[src/rtl/fan_ctrl_multi.sv]
// NUM_FANS-channel PWM/tach/stall controller; PWM and tach outputs registered, tach edge counted 3 cycles after the pin.
// No backpressure (free-running); optional FAN_FAILSAFE_EN forces all PWM high while any channel is stalled.
module fan_ctrl_multi #(
  parameter int NUM_FANS      = 1,
  parameter int PWM_BITS      = 10,
  parameter int PRESCALE      = 1,
  parameter int RPM_BITS      = 16,
  parameter int WINDOW_CYCLES = 48828 * 1024,
  parameter int STALL_WINDOWS = 2
) (
  input  logic                         clock,
  input  logic                         reset_n,
  input  logic [NUM_FANS*PWM_BITS-1:0] io_fan_speed,
  input  logic [NUM_FANS-1:0]          fan_tach,
  output logic [NUM_FANS-1:0]          fan_pwm,
  output logic [NUM_FANS*RPM_BITS-1:0] io_fan_rpm,
  output logic                         rpm_valid,
  output logic [NUM_FANS-1:0]          fan_stall
);

  localparam int PS_W  = (PRESCALE > 1) ? $clog2(PRESCALE) : 1;
  localparam int WIN_W = $clog2(WINDOW_CYCLES);
  localparam int ST_W  = $clog2(STALL_WINDOWS + 1);

  localparam logic [PS_W-1:0]  PS_LAST  = PS_W'(PRESCALE - 1);
  localparam logic [WIN_W-1:0] WIN_LAST = WIN_W'(WINDOW_CYCLES - 1);
  localparam logic [ST_W-1:0]  ST_MAX   = ST_W'(STALL_WINDOWS);

  logic [PS_W-1:0]     ps_cnt;
  logic [PWM_BITS-1:0] pwm_cnt;
  logic [WIN_W-1:0]    win_cnt;
  logic                tick;
  logic                win_end;
  logic                force_on;

  assign tick    = (ps_cnt == PS_LAST);
  assign win_end = (win_cnt == WIN_LAST);

`ifdef FAN_FAILSAFE_EN
  assign force_on = |fan_stall;
`else
  assign force_on = 1'b0;
`endif

  always_ff @(posedge clock or negedge reset_n) begin
    if (!reset_n) begin
      ps_cnt    <= '0;
      pwm_cnt   <= '0;
      win_cnt   <= '0;
      rpm_valid <= 1'b0;
    end else begin
      ps_cnt    <= tick ? '0 : ps_cnt + PS_W'(1);
      if (tick) pwm_cnt <= pwm_cnt + PWM_BITS'(1);
      win_cnt   <= win_end ? '0 : win_cnt + WIN_W'(1);
      rpm_valid <= win_end;
    end
  end

  for (genvar g = 0; g < NUM_FANS; g++) begin : g_ch
    logic [PWM_BITS-1:0] shadow;
    logic                tach_s1, tach_s2, tach_prev;
    logic                pwm_q, stall_q;
    logic [RPM_BITS-1:0] edge_cnt, rpm_q;
    logic [ST_W-1:0]     stall_cnt;
    logic                tach_edge;
    logic [RPM_BITS:0]   edge_sum;
    logic [RPM_BITS-1:0] edge_sat;
    logic [ST_W-1:0]     stall_nxt;

    assign tach_edge = tach_s2 & ~tach_prev;
    assign edge_sum  = {1'b0, edge_cnt} + {{RPM_BITS{1'b0}}, tach_edge};
    assign edge_sat  = edge_sum[RPM_BITS] ? '1 : edge_sum[RPM_BITS-1:0];

    // A window with no edges only counts toward stall while the fan is commanded on.
    always_comb begin
      stall_nxt = '0;
      if (edge_sat == '0 && shadow != '0)
        stall_nxt = (stall_cnt == ST_MAX) ? stall_cnt : stall_cnt + ST_W'(1);
    end

    always_ff @(posedge clock or negedge reset_n) begin
      if (!reset_n) begin
        shadow    <= '0;
        tach_s1   <= 1'b0;
        tach_s2   <= 1'b0;
        tach_prev <= 1'b0;
        pwm_q     <= 1'b0;
        stall_q   <= 1'b0;
        edge_cnt  <= '0;
        rpm_q     <= '0;
        stall_cnt <= '0;
      end else begin
        tach_s1   <= fan_tach[g];
        tach_s2   <= tach_s1;
        tach_prev <= tach_s2;
        if (tick && pwm_cnt == '0)
          shadow <= io_fan_speed[g*PWM_BITS +: PWM_BITS];
        pwm_q <= force_on || (pwm_cnt < shadow) || (&shadow);
        if (win_end) begin
          rpm_q     <= edge_sat;
          edge_cnt  <= '0;
          stall_cnt <= stall_nxt;
          stall_q   <= (stall_nxt == ST_MAX);
        end else begin
          edge_cnt  <= edge_sat;
        end
      end
    end

    assign fan_pwm[g]                          = pwm_q;
    assign fan_stall[g]                        = stall_q;
    assign io_fan_rpm[g*RPM_BITS +: RPM_BITS]  = rpm_q;
  end

endmodule
[config.mk]
export PLATFORM = sky130hd
export DESIGN_NAME = fan_ctrl_multi
export DESIGN_NICKNAME = d
export VERILOG_FILES = /design/src/rtl/fan_ctrl_multi.sv
export SDC_FILE = /design/constraint.sdc
export NUM_CORES = 1
export LEC_CHECK = 0
export ABC_AREA = 0
export CORE_ASPECT_RATIO = 0.5
export CORE_UTILIZATION = 50
export CTS_BUF_LIST = sky130_fd_sc_hd__clkbuf_8
export DETAILED_ROUTE_END_ITERATION = 8
export GPL_TIMING_DRIVEN = 0
export PLACE_DENSITY = 0.79
export SYNTH_ARGS = -nofsm -noshare
export SYNTH_HDL_FRONTEND = slang
export SYNTH_SLANG_ARGS = --single-unit
[constraint.sdc]
create_clock -name clock -period 5.6 [get_ports clock]
set_input_delay 0.84 -clock clock [delete_from_list [all_inputs] [get_ports clock]]
set_output_delay 0.84 -clock clock [all_outputs]
set_load 0.01 [all_outputs]
[Yosys cells after proc, flatten, opt, wreduce, memory -nomap -nowiden]
Cells that the tools add are included.
Storage, ports and cells
  bits in registers: 87
  input bits: 13
  output and inout port bits: 19
  logic and storage cells: 38
Operators by class
  add/subtract/negate cells: 5
  magnitude comparators: 1
  equality and inequality tests: 3
  muxes and demuxes: 6
  bitwise logic cells: 3
  reduce and logical (&&, ||, !) cells: 7
Operator list (number)
  $mux 16: 2
  $add 26x1->26 const B: 1
  $eq 26x26->1 const B: 1
  $mux 26: 1
  $add 16x1->17: 1
  $logic_not 16->1: 1
  $add 10x1->10 const B: 1
  $logic_not 10->1: 1
  $lt 10x10->1: 1
  $reduce_and 10->1: 1
  $reduce_bool 10->1: 1
  $eq 2x2->1 const B: 2
  $mux 2: 2
  $add 2x1->2 const B: 1
  $logic_and 1x1->1: 2
  $not 1->1: 2
  $add 1x1->1 const B: 1
  $and 1x1->1: 1
  $logic_or 1x1->1: 1
  $mux 1: 1

[Depth between registers and ports, before layout]
  depth after elaboration: 8
  depth in mapped cells: 9
  mapped depth without buffers: 8

[Worst setup path after synthesis]
OpenSTA, ideal clock, no wires.
  path type: flip-flop to flip-flop
  start point: reg win_cnt[0]
  end point: reg g_ch[0].stall_cnt[0]
  setup time: 65 ps
  data arrival time: 2276 ps
  required time: 5535 ps
  slack: 3259 ps
  cell stages (with the launch flop): 8
  path buffers: 0
  clock period less this slack: 2341 ps
  cell sequence: dfrtp_1 -> ha_1 -> nand4_2 -> or4_1 -> or4_1 -> nor4_2 -> and3_1 -> a22o_1
On the way
  longest elaborated chain between the ends: 1
Ends and longest elaborated chain
  start, declared: line 31  | logic [WIN_W-1:0] win_cnt;
  start signal, assigned: line 54  | win_cnt <= win_end ? '0 : win_cnt + WIN_W'(1);
  $eq 26x26->1: line 37  | assign win_end = (win_cnt == WIN_LAST);
  end signal, assigned: line 102  | stall_cnt <= stall_nxt;
  end, declared: line 64  | logic [ST_W-1:0] stall_cnt;
Every way passes these cells.
A chain may end at the register's enable or synchronous reset.

[Worst setup path after layout]
  start point: reg g_ch[0].tach_prev
  end point: reg g_ch[0].rpm_q[5], in the netlist io_fan_rpm[5]
On the way
  longest elaborated chain between the ends: 4
Ends and longest elaborated chain
  start, declared: line 61  | logic tach_s1, tach_s2, tach_prev;
  start signal, assigned: line 95  | tach_prev <= tach_s2;
  $not 1->1: line 70  | assign tach_edge = tach_s2 & ~tach_prev;
  $and 1x1->1: line 70
  $add 16x1->17: line 71  | assign edge_sum = {1'b0, edge_cnt} + {{RPM_BITS{1'b0}}, tach_edge};
  $mux 16: line 72  | assign edge_sat = edge_sum[RPM_BITS] ? '1 : edge_sum[RPM_BITS-1:0];
  end signal, assigned: line 100  | rpm_q <= edge_sat;
  end, declared: line 63  | logic [RPM_BITS-1:0] edge_cnt, rpm_q;
Every way passes these cells.

==> results.md <==
* Num CTS Buffers at 9
* Total congestion overflow at 0
* Share of layout cells above drive strength 1 at 8.20%
* Vias in the first global route at 2,888
* Initial core utilization at 53.9%
* Max Fclk at 0.370 GHz
* Largest net degree at the start of global routing at 57
* Syn Area/Cell at 10.2 um2
* RR Endpoint: io_fan_rpm[5]
* Final min period at 2.70 ns
* # DRC at 0
* Number of port buffers at 31
* DR vias/cell at 5.41
* Worst path slowest cell: nor4_1
* Crit-path most repeated cell: clkbuf_1
* Yosys warning count at 0
* Die area at 8610 um2
* Worst-Margin Slew at 0.708 ns
* Worst-path clk slew at 0.09 ns
* Top Family by Delay on Critical Path: simple AND/OR/NAND/NOR gates
* Number of max-cap violations at 0
* Fill count at 646
* Critical path class: flop to flop
* Status: finished, final reports clean
* Required time worst endpoint at 5.87 ns
* Register area share after synthesis at 52.3%
* Hold crit path type: flop to flop
* Core ar. at 7620 um2
* Worst R2R Setup Slack at 2.90 ns
* DR pass1 iterations at 4
* Post-CTS Setup Bufs at 0
* Final Skew at 0.0136 ns
* Leak pwr at 2.14 nW
* Antenna violations before repair at 0
* Mapped cell area at 4110 um2
* Worst setup SP type: flop
* Clk root buf: clkbuf_8
* Buf/Inv on CP at 2
* Core Rows at 22
* Setup TNS Final at 0 ns
* CP Capture Type: flop
* Critical path depth at 8
* Final period util at 48.3%
* Buffer depth of the longest clock path at 2
* Final core utilization at 62.7%
* CTS resizes at 0
* Largest cells by area after synthesis: dfrtp_1, nor2_1, ha_1, xor2_1, xnor2_1
* Storage cell area at 2150 um2
* CTS sink cnt at 86
* Crit path cell chain: nor2b_1 > ha_1 > clkbuf_1 > nand4_1 > nor4_1 > clkbuf_1 > nor3_1 > o21ai_0
* Ys flop type: dfrtp_1
* RSZ-0062 raised after global routing: no
* Flops & latches, synth at 86
* Total GRT Usage at 20.9%
* Initial drt markers at 136
* Number of synthesized flops with an enable pin at 0
* CP max FO at 10
* Die Wd at 130 um
* Final Hold Vio Count at 0
* Synth Net Count at 432
* Die height at 66.1 um
* Slew Limit Fails at 0
* # diodes at 0
* Clock Latency Late Sink at 0.37 ns
* Nets at 475
* Layout area overhead at 16.3%
* Final setup fails at 0
* First-pass GRT wire length at 13.4 mm
* WL final at 7.85 mm
* CTS tree: done
* Hold Path Origin: g_ch[0].tach_s1
* Synthesized instance count at 404
* Power per cell area at 259 nW/um2
* CTS H-tree lvls at 3
* Routed len/inst at 14.0 um
* Post-CTS Hold Fix Bufs at 0
* ANT nets after route at 0
* CP peak stage delay at 0.58 ns
* Async S/R FF share, synth at 100%
* WP data arrival at 2.98 ns
* Post-synth top area share at 52.3%
* Cell variety after synth at 47
* Ports placed on the boundary at 32
* Hold depth at 0
* Max VDD drop at 0.115 mV
* Vias at 3,026
* Yosys top cell by area: dfrtp_1
* Area of the multi-input gates at 1840 um2
* Worst hold path endpoint: g_ch[0].tach_s2
* Reg2reg start: g_ch[0].tach_prev
* Final Wtd Congestion at 0.827
* Post-DP HPWL at 5.48 mm
* R2R depth at 8
* Worst slew margin at 52.4%
[placed cells by master, fill, tap and decap left out, types with 2 or more instances in the layout]
master,netlist,routed
nand3b_1,2,2
nor4_1,11,11
or4_1,4,4
a21oi_1,5,5
nand4_1,17,17
nand3_1,21,21
nand4bb_1,2,2
and3_1,8,8
nor2b_1,4,4
nand4_2,2,2
nor2_1,53,53
clkbuf_1,8,8
nor3_1,8,8
a22o_1,2,2
clkbuf_8,0,11
clkdlybuf4s50_1,0,30
o21ai_0,24,24
xor2_1,21,21
dfrtp_1,86,86
inv_1,20,21
and2_1,2,2
mux2i_1,2,2
ha_1,15,15
nand2_1,33,33
xnor2_1,18,18
a21o_1,3,3
mux2_2,11,11
[synthesized netlist by cell type (all sizes together), types with 2 or more instances]
cell     instances
a21o             3
nand3           21
nand4           19
xnor2           18
and2             2
nor4            12
nor2            53
nor2b            4
nand4bb          2
inv             21
clkbuf           8
xor2            21
nand2           33
a21oi            5
o21ai           24
ha              15
and3             9
nand3b           2
and4             2
a22o             2
mux2i            2
nor3             8
mux2            11
dfrtp           86
or4              4
[layout make-up]
| cell class | count | share of cell area [%] |
|---|---|---|
| Tap cell | 108 | 2.83 |
| Multi-Input combinational cell | 287 | 38.5 |
| Clock buffer | 11 | 3.17 |
| Inverter | 22 | 1.73 |
| Buffer | 9 | 0.733 |
| Timing Repair Buffer | 32 | 7.01 |
| Clock inverter | 4 | 0.995 |
| Sequential cell | 86 | 45.0 |
[layer usage]
layer	GRT usage [%]	up-vias	share of wire, %	wire length, um
met2	33.7	67	46	3630
met3	7.44	12	4.7	368
met1	26.3	1457	47	3720
met5	0	-	0	0
met4	6.54	0	1.6	122
li1	-	1490	-	-
[how the worst max path moves through the flow]
stage	from	to	slack, ns
global route	g_ch[0].tach_s2	io_fan_rpm[5]	2.60
CTS	g_ch[0].tach_prev	io_fan_rpm[5]	2.84
finish	g_ch[0].tach_prev	io_fan_rpm[5]	2.90
global placement	reset_n	rpm_valid	0.70
detailed placement	g_ch[0].tach_prev	io_fan_rpm[5]	2.89
floorplan	win_cnt[0]	g_ch[0].stall_cnt[0]	3.26
[state kept, by name (all words and copies together), names as in the netlist]
name,count
g_ch.tach_s2,1
g_ch.edge_cnt,16
win_cnt,26
g_ch.shadow,10
rpm_valid,1
g_ch.tach_prev,1
io_fan_rpm,16
g_ch.tach_s1,1
pwm_cnt,10
fan_pwm,1
g_ch.stall_cnt,2
fan_stall,1
[cells by family (layout without fill, tap and decap cells)]
| logic type | after synthesis | in the layout | synth area share (%) |
|---|---|---|---|
| AO/OA/AOI/OAI | 44 | 44 | 6.48 |
| XOR/XNOR | 39 | 39 | 8.31 |
| adder cells (fa/ha/maj) | 15 | 15 | 4.56 |
| buffers and inverters | 31 | 78 | 2.86 |
| flip-flops | 86 | 86 | 52.3 |
| multiplexers | 13 | 13 | 3.50 |
| AND/OR/NAND/NOR | 176 | 176 | 21.9 |
[metrics by stage]
step | setup WS, ns | area (um2) | hold slack [ns] | cells | power (mW)
CTS | 2.84 | 4780 | 0.354 | 559 | 1.25
global route | 2.60 | 4780 | 0.377 | 559 | 1.30
detailed placement | 2.89 | 4580 | 0.335 | 544 | 0.804
finish | 2.90 | 4780 | 0.353 | 559 | 1.24
floorplan | 3.26 | 4110 | 0.331 | 404 | 0.760
global placement | 0.702 | 4560 | 0.336 | 543 | 0.798
[where the power goes]
part / switching (mW) / internal [mW] / leakage [nW]
registers: 0.0320 / 0.646 / 1.13
logic: 0.0673 / 0.0514 / 0.905
clock network: 0.216 / 0.227 / 0.107
total: 0.316 / 0.924 / 2.14
Note: power is estimated with default switching activity, not from simulation.
